===== src/rtl/led_pwm_mmio.sv =====
// led_pwm_mmio: memory-mapped LED/RGB PWM and millisecond timer; define LED_PWM_MILLIS_EN to include the timer.
module led_pwm_mmio #(
    parameter logic [31:0] BASE_ADDR    = 32'hFFFF_FF00,
    parameter int          CLK_HZ       = 12_000_000,
    parameter logic [15:0] PRESCALE_RST = 16'd47
) (
    input  logic        clk,
    input  logic        rst_n,
    input  logic        write_mem,
    input  logic [2:0]  funct3,
    input  logic [31:0] write_address,
    input  logic [31:0] write_data,
    input  logic [31:0] read_address,
    output logic [31:0] read_data,
    output logic        read_hit,
    output logic        led,
    output logic        red,
    output logic        green,
    output logic        blue
);

`ifdef LED_PWM_MILLIS_EN
    localparam logic [1:0] CTRL_BITS = 2'b11;
`else
    localparam logic [1:0] CTRL_BITS = 2'b01;
`endif

    logic [31:0] duty;
    logic [15:0] prescale;
    logic [1:0]  ctrl;
    logic [31:0] millis;
    logic [15:0] pcnt;
    logic [7:0]  phase;

    logic [3:0]  be;
    logic [31:0] wd;
    logic [31:0] mask;
    logic [1:0]  sel;
    logic        wr_duty;
    logic        wr_prescale;
    logic        wr_millis;
    logic        wr_ctrl;

    logic        rhit;
    logic [31:0] rword;
    logic [7:0]  rbyte;
    logic [15:0] rhalf;
    logic [31:0] rval;

    // Store decode: byte-lane enables and lane-replicated data for aligned, in-window stores
    always_comb begin
        be  = 4'b0000;
        wd  = write_data;
        sel = write_address[3:2];
        if (write_mem && write_address[31:4] == BASE_ADDR[31:4]) begin
            case (funct3)
                3'b000: begin
                    be = 4'b0001 << write_address[1:0];
                    wd = {4{write_data[7:0]}};
                end
                3'b001: begin
                    be = write_address[0] ? 4'b0000 : (write_address[1] ? 4'b1100 : 4'b0011);
                    wd = {2{write_data[15:0]}};
                end
                3'b010:  be = (write_address[1:0] == 2'b00) ? 4'b1111 : 4'b0000;
                default: be = 4'b0000;
            endcase
        end
        mask        = {{8{be[3]}}, {8{be[2]}}, {8{be[1]}}, {8{be[0]}}};
        wr_duty     = |be && sel == 2'd0;
        wr_prescale = |be && sel == 2'd1;
        wr_millis   = |be && sel == 2'd2;
        wr_ctrl     = |be && sel == 2'd3;
    end

    // Configuration registers, merged per byte lane
    always_ff @(posedge clk or negedge rst_n) begin
        if (!rst_n) begin
            duty     <= '0;
            prescale <= PRESCALE_RST;
            ctrl     <= '0;
        end else begin
            if (wr_duty)
                duty <= (duty & ~mask) | (wd & mask);
            if (wr_prescale)
                prescale <= (prescale & ~mask[15:0]) | (wd[15:0] & mask[15:0]);
            if (wr_ctrl)
                ctrl <= ((ctrl & ~mask[1:0]) | (wd[1:0] & mask[1:0])) & CTRL_BITS;
        end
    end

    // Prescaler and phase counter; a prescale store restarts the count but keeps the phase
    always_ff @(posedge clk or negedge rst_n) begin
        if (!rst_n) begin
            pcnt  <= '0;
            phase <= '0;
        end else if (wr_prescale) begin
            pcnt <= '0;
        end else if (pcnt >= prescale) begin
            pcnt  <= '0;
            phase <= phase + 8'd1;
        end else begin
            pcnt <= pcnt + 16'd1;
        end
    end

    // Registered PWM compare
    always_ff @(posedge clk or negedge rst_n) begin
        if (!rst_n) begin
            led   <= 1'b0;
            red   <= 1'b0;
            green <= 1'b0;
            blue  <= 1'b0;
        end else begin
            led   <= ctrl[0] && phase < duty[7:0];
            red   <= ctrl[0] && phase < duty[15:8];
            green <= ctrl[0] && phase < duty[23:16];
            blue  <= ctrl[0] && phase < duty[31:24];
        end
    end

`ifdef LED_PWM_MILLIS_EN
    localparam logic [31:0] TICK_MAX = 32'(CLK_HZ / 1000 - 1);
    logic [31:0] tick;

    // Millisecond counter; a store wins over a coincident increment and restarts the tick
    always_ff @(posedge clk or negedge rst_n) begin
        if (!rst_n) begin
            millis <= '0;
            tick   <= '0;
        end else if (wr_millis) begin
            millis <= (millis & ~mask) | (wd & mask);
            tick   <= '0;
        end else if (ctrl[1]) begin
            if (tick == TICK_MAX) begin
                tick   <= '0;
                millis <= millis + 32'd1;
            end else begin
                tick <= tick + 32'd1;
            end
        end
    end
`else
    assign millis = '0;
`endif

    // Load path: select register, then lane, then extend; bad accesses return 0
    always_comb begin
        rhit = read_address[31:4] == BASE_ADDR[31:4];
        case (read_address[3:2])
            2'd0:    rword = duty;
            2'd1:    rword = {16'h0, prescale};
            2'd2:    rword = millis;
            default: rword = {30'h0, ctrl};
        endcase
        rbyte = rword[{read_address[1:0], 3'b000} +: 8];
        rhalf = read_address[1] ? rword[31:16] : rword[15:0];
        case (funct3)
            3'b000:  rval = {{24{rbyte[7]}}, rbyte};
            3'b001:  rval = read_address[0] ? 32'h0 : {{16{rhalf[15]}}, rhalf};
            3'b010:  rval = (read_address[1:0] == 2'b00) ? rword : 32'h0;
            3'b100:  rval = {24'h0, rbyte};
            3'b101:  rval = read_address[0] ? 32'h0 : {16'h0, rhalf};
            default: rval = 32'h0;
        endcase
    end

    // Registered load response
    always_ff @(posedge clk or negedge rst_n) begin
        if (!rst_n) begin
            read_data <= '0;
            read_hit  <= 1'b0;
        end else begin
            read_data <= rhit ? rval : 32'h0;
            read_hit  <= rhit;
        end
    end

    wire unused_ok = &{1'b0, wr_millis};

endmodule


===== config.mk =====
export PLATFORM = sky130hd
export DESIGN_NAME = led_pwm_mmio
export DESIGN_NICKNAME = d
export VERILOG_FILES = /design/src/rtl/led_pwm_mmio.sv
export SDC_FILE = /design/constraint.sdc
export NUM_CORES = 1
export LEC_CHECK = 0
export ABC_CLOCK_PERIOD_IN_PS = 2000
export CAP_MARGIN = 20
export CORE_ASPECT_RATIO = 0.8
export CORE_MARGIN = 4
export CORE_UTILIZATION = 47
export CTS_CLUSTER_DIAMETER = 120
export DETAILED_ROUTE_END_ITERATION = 16
export GPL_TIMING_DRIVEN = 1
export MAX_ROUTING_LAYER = met4
export PLACE_DENSITY = 0.77
export SYNTH_ARGS = -nofsm -noshare
export SYNTH_HDL_FRONTEND = slang
export SYNTH_SLANG_ARGS = --single-unit

===== constraint.sdc =====
create_clock -name clk -period 2 [get_ports clk]
set_clock_uncertainty 0.1 [all_clocks]
set_input_delay 0.4 -clock clk [delete_from_list [all_inputs] [get_ports clk]]
set_output_delay 0.4 -clock clk [all_outputs]
set_load 0.05 [all_outputs]

## Word-level counts from Yosys, hierarchy flattened

Index checks and enable logic that the tools add are counted.

- Equality and inequality tests: 10
- Muxes and demuxes: 16
- Add/sub/neg operators: 2
- $lt $le $gt $ge: 5
- Shift-type cells: 2
- Bitwise operators: 13
- Reductions and logical operators: 15

Operators by type and width:

| kind | count |
|---|---|
| case mux 32 bit (5 select lines) | 1 |
| two-way mux 32 bit | 4 |
| case mux 32 bit (3 select lines) | 1 |
| AND 32 bit | 2 |
| two-way mux 16 bit | 4 |
| case mux 32 bit (2 select lines) | 1 |
| equality test 28 bit (second input constant) | 2 |
| AND 16 bit | 2 |
| less-than comparator 8 bit | 4 |
| inverter 32 bit | 1 |
| OR 32 bit | 1 |
| variable part select 32 x 6 -> 8 bit | 1 |
| adder 16 x 1 -> 16 bit (second input constant) | 1 |
| greater-or-equal comparator 16 bit | 1 |
| two-way mux 4 bit | 4 |
| inverter 16 bit | 1 |
| OR 16 bit | 1 |
| case mux 4 bit (3 select lines) | 1 |
| adder 8 x 1 -> 8 bit (second input constant) | 1 |
| logical AND 1 bit | 8 |
| zero test 2 bit | 4 |
| equality test 3 bit (second input constant) | 2 |
| equality test 2 x 1 -> 1 bit (second input constant) | 2 |
| equality test 2 bit (second input constant) | 2 |
| other kinds (9) | 11 |

- Word-level logic and storage cells: 74
- Input port bits: 102
- Output and inout port bits: 37
- Flip-flop bits (word level): 110

## Logic depth before layout (Yosys ltp)

Gate-level depths: netlist (run 1).

- Depth in word-level cells: 8
- Mapped depth: 10

## Worst setup path before layout (run 1)

Ideal clock, no wire load.

- Path kind: input to register
- Start point: input write_address[4]
- End point: register phase[1]
- Data required time: 1.772 ns
- Setup slack: -0.255 ns
- Path buffers: 0
- Cell stages on the path: 5
- Arrival time: 2.028 ns
- Cell sequence: or4b_1 > nor4_4 > nand4_4 > nand2_1 > mux2_1

- Cells in the longest elaborated chain, start to end: 7

Ends and longest elaborated chain:

| element | RTL line | source |
|---|---|---|
| start, declared | 11 | `input logic [31:0] write_address,` |
| equality test 28 bit | 55 | `if (write_mem && write_address[31:4] == BASE_ADDR[31:4]) begin` |
| logical AND 1 bit | 55 |  |
| two-way mux 4 bit | 55 |  |
| OR reduction 4 bit | 71 | `wr_prescale = \|be && sel == 2'd1;` |
| logical AND 1 bit | 71 |  |
| inverter 1 bit (no line) | -- |  |
| AND reduction 2 bit (no line) | -- |  |
| end signal, assigned | 101 | `phase <= phase + 8'd1;` |
| end, declared | 33 | `logic [7:0] phase;` |

No other way between the ends.
A chain may end at the register's enable or synchronous reset.

==> results of run 1 <==
-- cells by family after synthesis --
kind of cell | Yosys count | share of synthesized area [%]
compound gates | 135 | 11.9
xor+xnor | 23 | 3.04
fa+ha+maj | 46 | 8.70
buf+inv | 83 | 5.16
flops | 110 | 41.7
mux | 68 | 11.2
simple gates | 239 | 18.3
-- layer usage --
metal / GRT usage [%] / share of wire (%)
met1: 37.0 / 41
met2: 45.9 / 48
met3: 6.81 / 8.1
met4: 6.33 / 2.7
met5: - / 0
-- cell usage after synthesis, drive strengths merged, types with 4 or more instances --
cell / count / area (sq um)
nor2: 61 / 236
xnor2: 14 / 123
nand2b: 8 / 50.1
nand4: 21 / 153
clkbuf: 21 / 78.8
a22oi: 4 / 30.0
mux2: 29 / 327
buf: 10 / 67.6
nand3: 19 / 95.1
mux2i: 37 / 370
xor2: 9 / 78.8
a21oi: 52 / 260
inv: 52 / 195
nor4: 5 / 65.1
nor2b: 4 / 25.0
a211oi: 10 / 75.1
o21ai: 42 / 210
dfrtp: 105 / 2630
ha: 46 / 576
nor3: 21 / 110
and3: 10 / 62.6
nand2: 73 / 274
o211ai: 6 / 45.0
a21o: 8 / 60.1
dfstp: 5 / 131
-- per-stage QoR --
stage          power [mW]  util (%)  hold WS, ps  cell area [sq um]  worst slack [ps]
3_5_place_dp         2.79      66.0          217               9030              -834
5_1_grt              4.67      73.0          414              10000              -261
6_report             4.51      73.0          377              10000              -198
4_1_cts              4.50      69.5          384               9510              -221
3_3_place_gp         2.78      66.0          208               9030              -743
2_1_floorplan        2.41         -         4.41               6670              -228
-- what timing repair did --
item,in CTS,in global routing
endpoints found under the setup margin,95,90
buffers inserted,6,9
hold endpoints to repair,21,0
hold buffers,1,0
resized for setup,85,102
pin swaps,32,25
gates cloned,0,2
-- path summary, 6_finish.rpt --
kind                       slack, ps  depth (start not counted)        startpoint                    endpoint
setup / recovery                -200                          9  write_address[5]                    register
hold reg to reg                  440                          1          register                    register
max in group asynchronous        820                          3             rst_n  asynchronous set/reset pin
setup reg to reg                -130                          8          register                     pcnt[9]
min in group clk                 440                          1          register                    register
hold / removal                   380                          2             rst_n               read_data[31]
-- worst reg2reg max path, stage by stage, from the launching register on --
cell      delay (ps)
dfstp_2          570
ha_4             210
nand2b_4         130
a211oi_2         230
o211a_1          230
o21ai_4          100
buf_6            140
nand2b_4         210
nor2_1           140
-- final cells by class --
cell class,count,share of cell area (%)
flip-flops and latches,110,27.6
clock buffers,11,2.43
inverters,52,1.95
repair buffers,267,24.4
well taps,180,2.25
clock inverters,5,0.425
multi-input cells,512,40.9
-- power by group --
part / leakage [nW] / internal, mW / switching [mW] / total (mW)
combinational: 3.06 / 0.297 / 0.260 / 0.557
clock: 0.136 / 0.890 / 0.838 / 1.73
sequential: 1.50 / 2.22 / 0.0000792 / 2.22
==> results by group, run 1 <==
Worst setup path
  • CP max-delay cell: or4_4
  • CP Buf/Inv Count: 3
  • Largest delay share family, worst path: simple AND/OR/NAND/NOR gates
  • Crit-path max FO: 16
  • Kind of critical path: input port to register
  • Worst path arrival time: 2350 ps
  • Critical path startpoint category: input port
  • Crit-path cells: buf_6, or4_4, nor4_4, nand2_1, buf_4, or3_4, buf_12, mux2i_1, o21ai_1
  • Largest stage delay, worst path: 540 ps
  • Critical Path RT: 2150 ps
  • CP endpoint kind: register

Place
  • Dpl hpwl: 17.4 mm
  • PortBufs: 138
  • Gp weighted congestion: 1.01
  • Placed Cells: 1107

Drt
  • Vias: 6559
  • Initial DRC Count: 648
  • WL/cell: 20.3 um
  • # DRC: 0
  • Antenna-violating nets left: 0
  • Drt first pass iters: 5
  • Vias per cell: 5.77
  • Routed WL: 23.1 mm

Synthesis
  • Async S/R FF share, synth: 100%
  • Seq/Total Area, Yosys: 41.7%
  • Syn nets: 852
  • Number of synthesized register bits: 110
  • Post-synth EDFFs: 0
  • Post-Synthesis Cell Area: 6620 sq um
  • Post-Synthesis Cells: 704
  • Yosys warning count: 0
  • Post-synthesis cell type count: 57
  • Syn_area_per_cell: 9.40 sq um
  • Main synth FF type: dfrtp_1

Timing
  • Setup violators final: 54
  • Final critical-path required period: 2200 ps
  • FMAX: 455 MHz
  • Setup TNS: -5120 ps
  • Slew @ Worst Pin: 536 ps
  • Pins Over Slew Limit: 0
  • Relative slew slack: 64.1%
  • Final Hold Viols: 0
  • Setup WS post-layout: -198 ps
  • Final worst-path cycle share: 110%
  • RSZ-0062 raised after global routing: true

Power and ir drop
  • Peak VDD IR: 0.455 mV
  • P per Cell Area: 451 nW/um^2
  • Leak: 4.70 nW

Floorplanning
  • Initial Util: 48.3%
  • Die height: 114 um
  • I/O pin cnt: 139
  • Num rows: 38
  • Core area: 13700 sq um
  • Die area: 16100 sq um
  • Die extent in x: 141 um

Cells and area
  • Number of diodes: 0
  • Filler instances: 967
  • Layout area overhead: 51.2%
  • Final Non-Filler Cells: 1137
  • Most common cell after layout, fill and taps aside: buf_4
  • Commonest non-fill, non-tap cells in the layout: buf_4, dfrtp_1, nand2_1, clkdlybuf4s50_1, inv_1
  • Reg area: 2760 sq um
  • Total Nets Final: 1100
  • Share of cells above drive strength 1: 32.9%
  • Multi-input gate area: 4100 sq um

GRT
  • Vias in the first global route: 6590
  • Initial antenna violation count: 0
  • GRT overflow: 0
  • First-pass GRT wire length: 34.4 mm
  • Total global-route track usage: 28.5%
  • Largest net degree at the start of global routing: 49

Clock tree
  • Max H-tree Level: 3
  • Clk_lat worst skew: 370 ps
  • Max clock buf depth: 2
  • Clock-pin slew on the worst setup and hold paths: 70 ps
  • CTS tree: done
  • Root buffer cell: clkbuf_16
  • Sink Count: 110
  • CTS buffer count: 9

Run status
  • Violated checks: negative setup slack
  • Outcome: finished with violations

Worst hold path
  • Min-Delay Path Class: input port to asynchronous set/reset pin

Flow run
  • Max-cap violations: 0
Note: power is estimated with default switching activity, not from simulation.
==> run 2: changes to the inputs <==
--- a/config.mk
+++ b/config.mk
@@ -15,6 +15,7 @@
 export GPL_TIMING_DRIVEN = 1
 export MAX_ROUTING_LAYER = met4
 export PLACE_DENSITY = 0.77
+export SKIP_CTS_REPAIR_TIMING = 1
 export SYNTH_ARGS = -nofsm -noshare
 export SYNTH_HDL_FRONTEND = slang
 export SYNTH_SLANG_ARGS = --single-unit
==> results by group, run 2 (same netlist as run 1, synthesis figures left out) <==
Run status
  • Outcome: finished with violations
  • Violated checks: negative setup slack

Cells and area
  • Number of diodes: 0 (unchanged)
  • Total Nets Final: 1091 (-0.82%)
  • Final instance area: 9950 sq um (-0.53%)
  • Share of cells above drive strength 1: 30.2% (-2.7 points)
  • Final Non-Filler Cells: 1128 (-0.79%)
  • Layout area overhead: 50.4%
  • Most common cell after layout, fill and taps aside: buf_4
  • Commonest non-fill, non-tap cells in the layout: buf_4, dfrtp_1, nand2_1, clkdlybuf4s50_1, inv_1

Floorplanning
  • Core area: 13700 sq um (unchanged)
  • Die area: 16100 sq um (unchanged)
  • I/O pin cnt: 139 (unchanged)
  • Num rows: 38 (unchanged)
  • Die height: 114 um (unchanged)
  • Die extent in x: 141 um (unchanged)
  • Initial Util: 48.3% (unchanged)

Worst setup path
  • Crit-path max FO: 8 (-8)
  • Critical path startpoint category: input port
  • Worst path arrival time: 2540 ps (+190 ps)
  • CP endpoint kind: register
  • Critical Path RT: 2140 ps (about the same)
  • Kind of critical path: input port to register

Clock tree
  • Sink Count: 110 (unchanged)
  • CTS tree: done
  • Max clock buf depth: 2 (unchanged)
  • Clk_lat worst skew: 370 ps (about the same)
  • Clock-pin slew on the worst setup and hold paths: 80 ps (about the same)
  • Max H-tree Level: 3 (unchanged)
  • Root buffer cell: clkbuf_16
  • CTS buffer count: 9 (unchanged)

Timing
  • Slew @ Worst Pin: 521 ps (-15.4 ps)
  • Setup violators final: 57 (+5.6%)
  • Final Hold Viols: 0 (unchanged)
  • Relative slew slack: 65.2% (+1.1 points)
  • Final critical-path required period: 2390 ps (+197 ps)
  • Setup TNS: -9670 ps (-4540 ps)
  • RSZ-0062 raised after global routing: true
  • Setup WS post-layout: -395 ps (-197 ps)
  • Final worst-path cycle share: 120% (+9.9 points)
  • FMAX: 418 MHz (-8.2%)
  • Pins Over Slew Limit: 0 (unchanged)

Drt
  • Met3 wire len: 2.05 mm (+9.1%)
  • # DRC: 0 (unchanged)
  • Routed WL: 23.1 mm (-0.29%)
  • WL/cell: 20.4 um (+0.50%)
  • Post-Route M1 WL: 9.43 mm (-0.81%)
  • Vias per cell: 5.73 (-0.66%)
  • Wire length on met2: 11.2 mm (+0.60%)
  • Vias: 6464 (-1.4%)
  • DR top layer: met4
  • Drt first pass iters: 7 (+2)
  • Antenna-violating nets left: 0 (unchanged)
  • Initial DRC Count: 577 (-11%)

Place
  • Placed Area: 9030 sq um (unchanged)
  • Placed Cells: 1107 (unchanged)
  • Gp weighted congestion: 1.01 (unchanged)
  • Dpl hpwl: 17.4 mm (unchanged)
  • PortBufs: 138 (unchanged)
  • DP Worst Slack: -834 ps (unchanged)

GRT
  • Initial antenna violation count: 0 (unchanged)
  • First-pass GRT wire length: 33.7 mm (-2.1%)
  • Total global-route track usage: 27.9% (-0.59 points)
  • GRT overflow: 0 (unchanged)
  • Vias in the first global route: 6523 (-1.0%)
  • Largest net degree at the start of global routing: 49 (unchanged)

Flow run
  • Max-cap violations: 0 (unchanged)

Power and ir drop
  • Overall power: 4.53 mW (+0.42%)
  • P per Cell Area: 455 nW/um^2 (+0.95%)
  • Leak: 4.89 nW (+3.9%)
  • Peak VDD IR: 0.464 mV (+1.9%)

Worst hold path
  • Min-Delay Path Class: input port to asynchronous set/reset pin
## run 2: cell count changes in the layout (fill, tap and decap cells not counted), sizes merged
cell	previous run	this run
dlymetal6s2s	11	39
nand2b	9	8
dlygate4sd2	25	0
clkbuf	11	14
clkdlybuf4s15	3	0
buf	159	148
## run 2: per-stage QoR
step,utilization (%),hold WS (ps)
finish,72.7,371
global route,72.7,413
CTS,68.0,-166
detailed placement,66.0,217
global placement,66.0,208
floorplan,-,4.41
## run 2: worst paths after layout
| kind | start | to | slack, ps | cells after the start |
|---|---|---|---|---|
| max in group asynchronous | rst_n | asynchronous set/reset pin | 820 | 3 |
| max reg2reg | register | pcnt[8] | -120 | 8 |
| min reg2reg | register | register | 440 | 1 |
| min | rst_n | read_data[31] | 370 | 2 |
| min in group clk | register | register | 440 | 1 |
| max | write_address[6] | register | -390 | 8 |
## run 2: routing by layer
layer,GRT usage [%],vias up
li1,-,2952
met1,36.4,3142
met2,44.5,325
met3,6.72,45
met4,6.52,0
met5,-,-
## run 2: where the power goes
group          switching, mW  leakage, nW  internal [mW]
Clock                  0.856        0.136          0.891
Sequential         0.0000810         1.50           2.22
Combinational          0.255         3.25          0.303
## run 2: cell type report
cell class              count  area (sq um)
fillers                   955          3740
inverters                  52           195
flip-flops and latches    110          2760
multi-input cells         511          3980
clock buffers              11           243
well taps                 180           225
clock inverters             5          42.5
repair buffers            259          2510
## run 2: worst max-delay path: stages
cell and delay, ps:
buf_6 90, or4_4 540, nor4_4 280, nand2_1 120, or4_4 540, buf_12 180
mux2i_1 260, a21oi_1 120
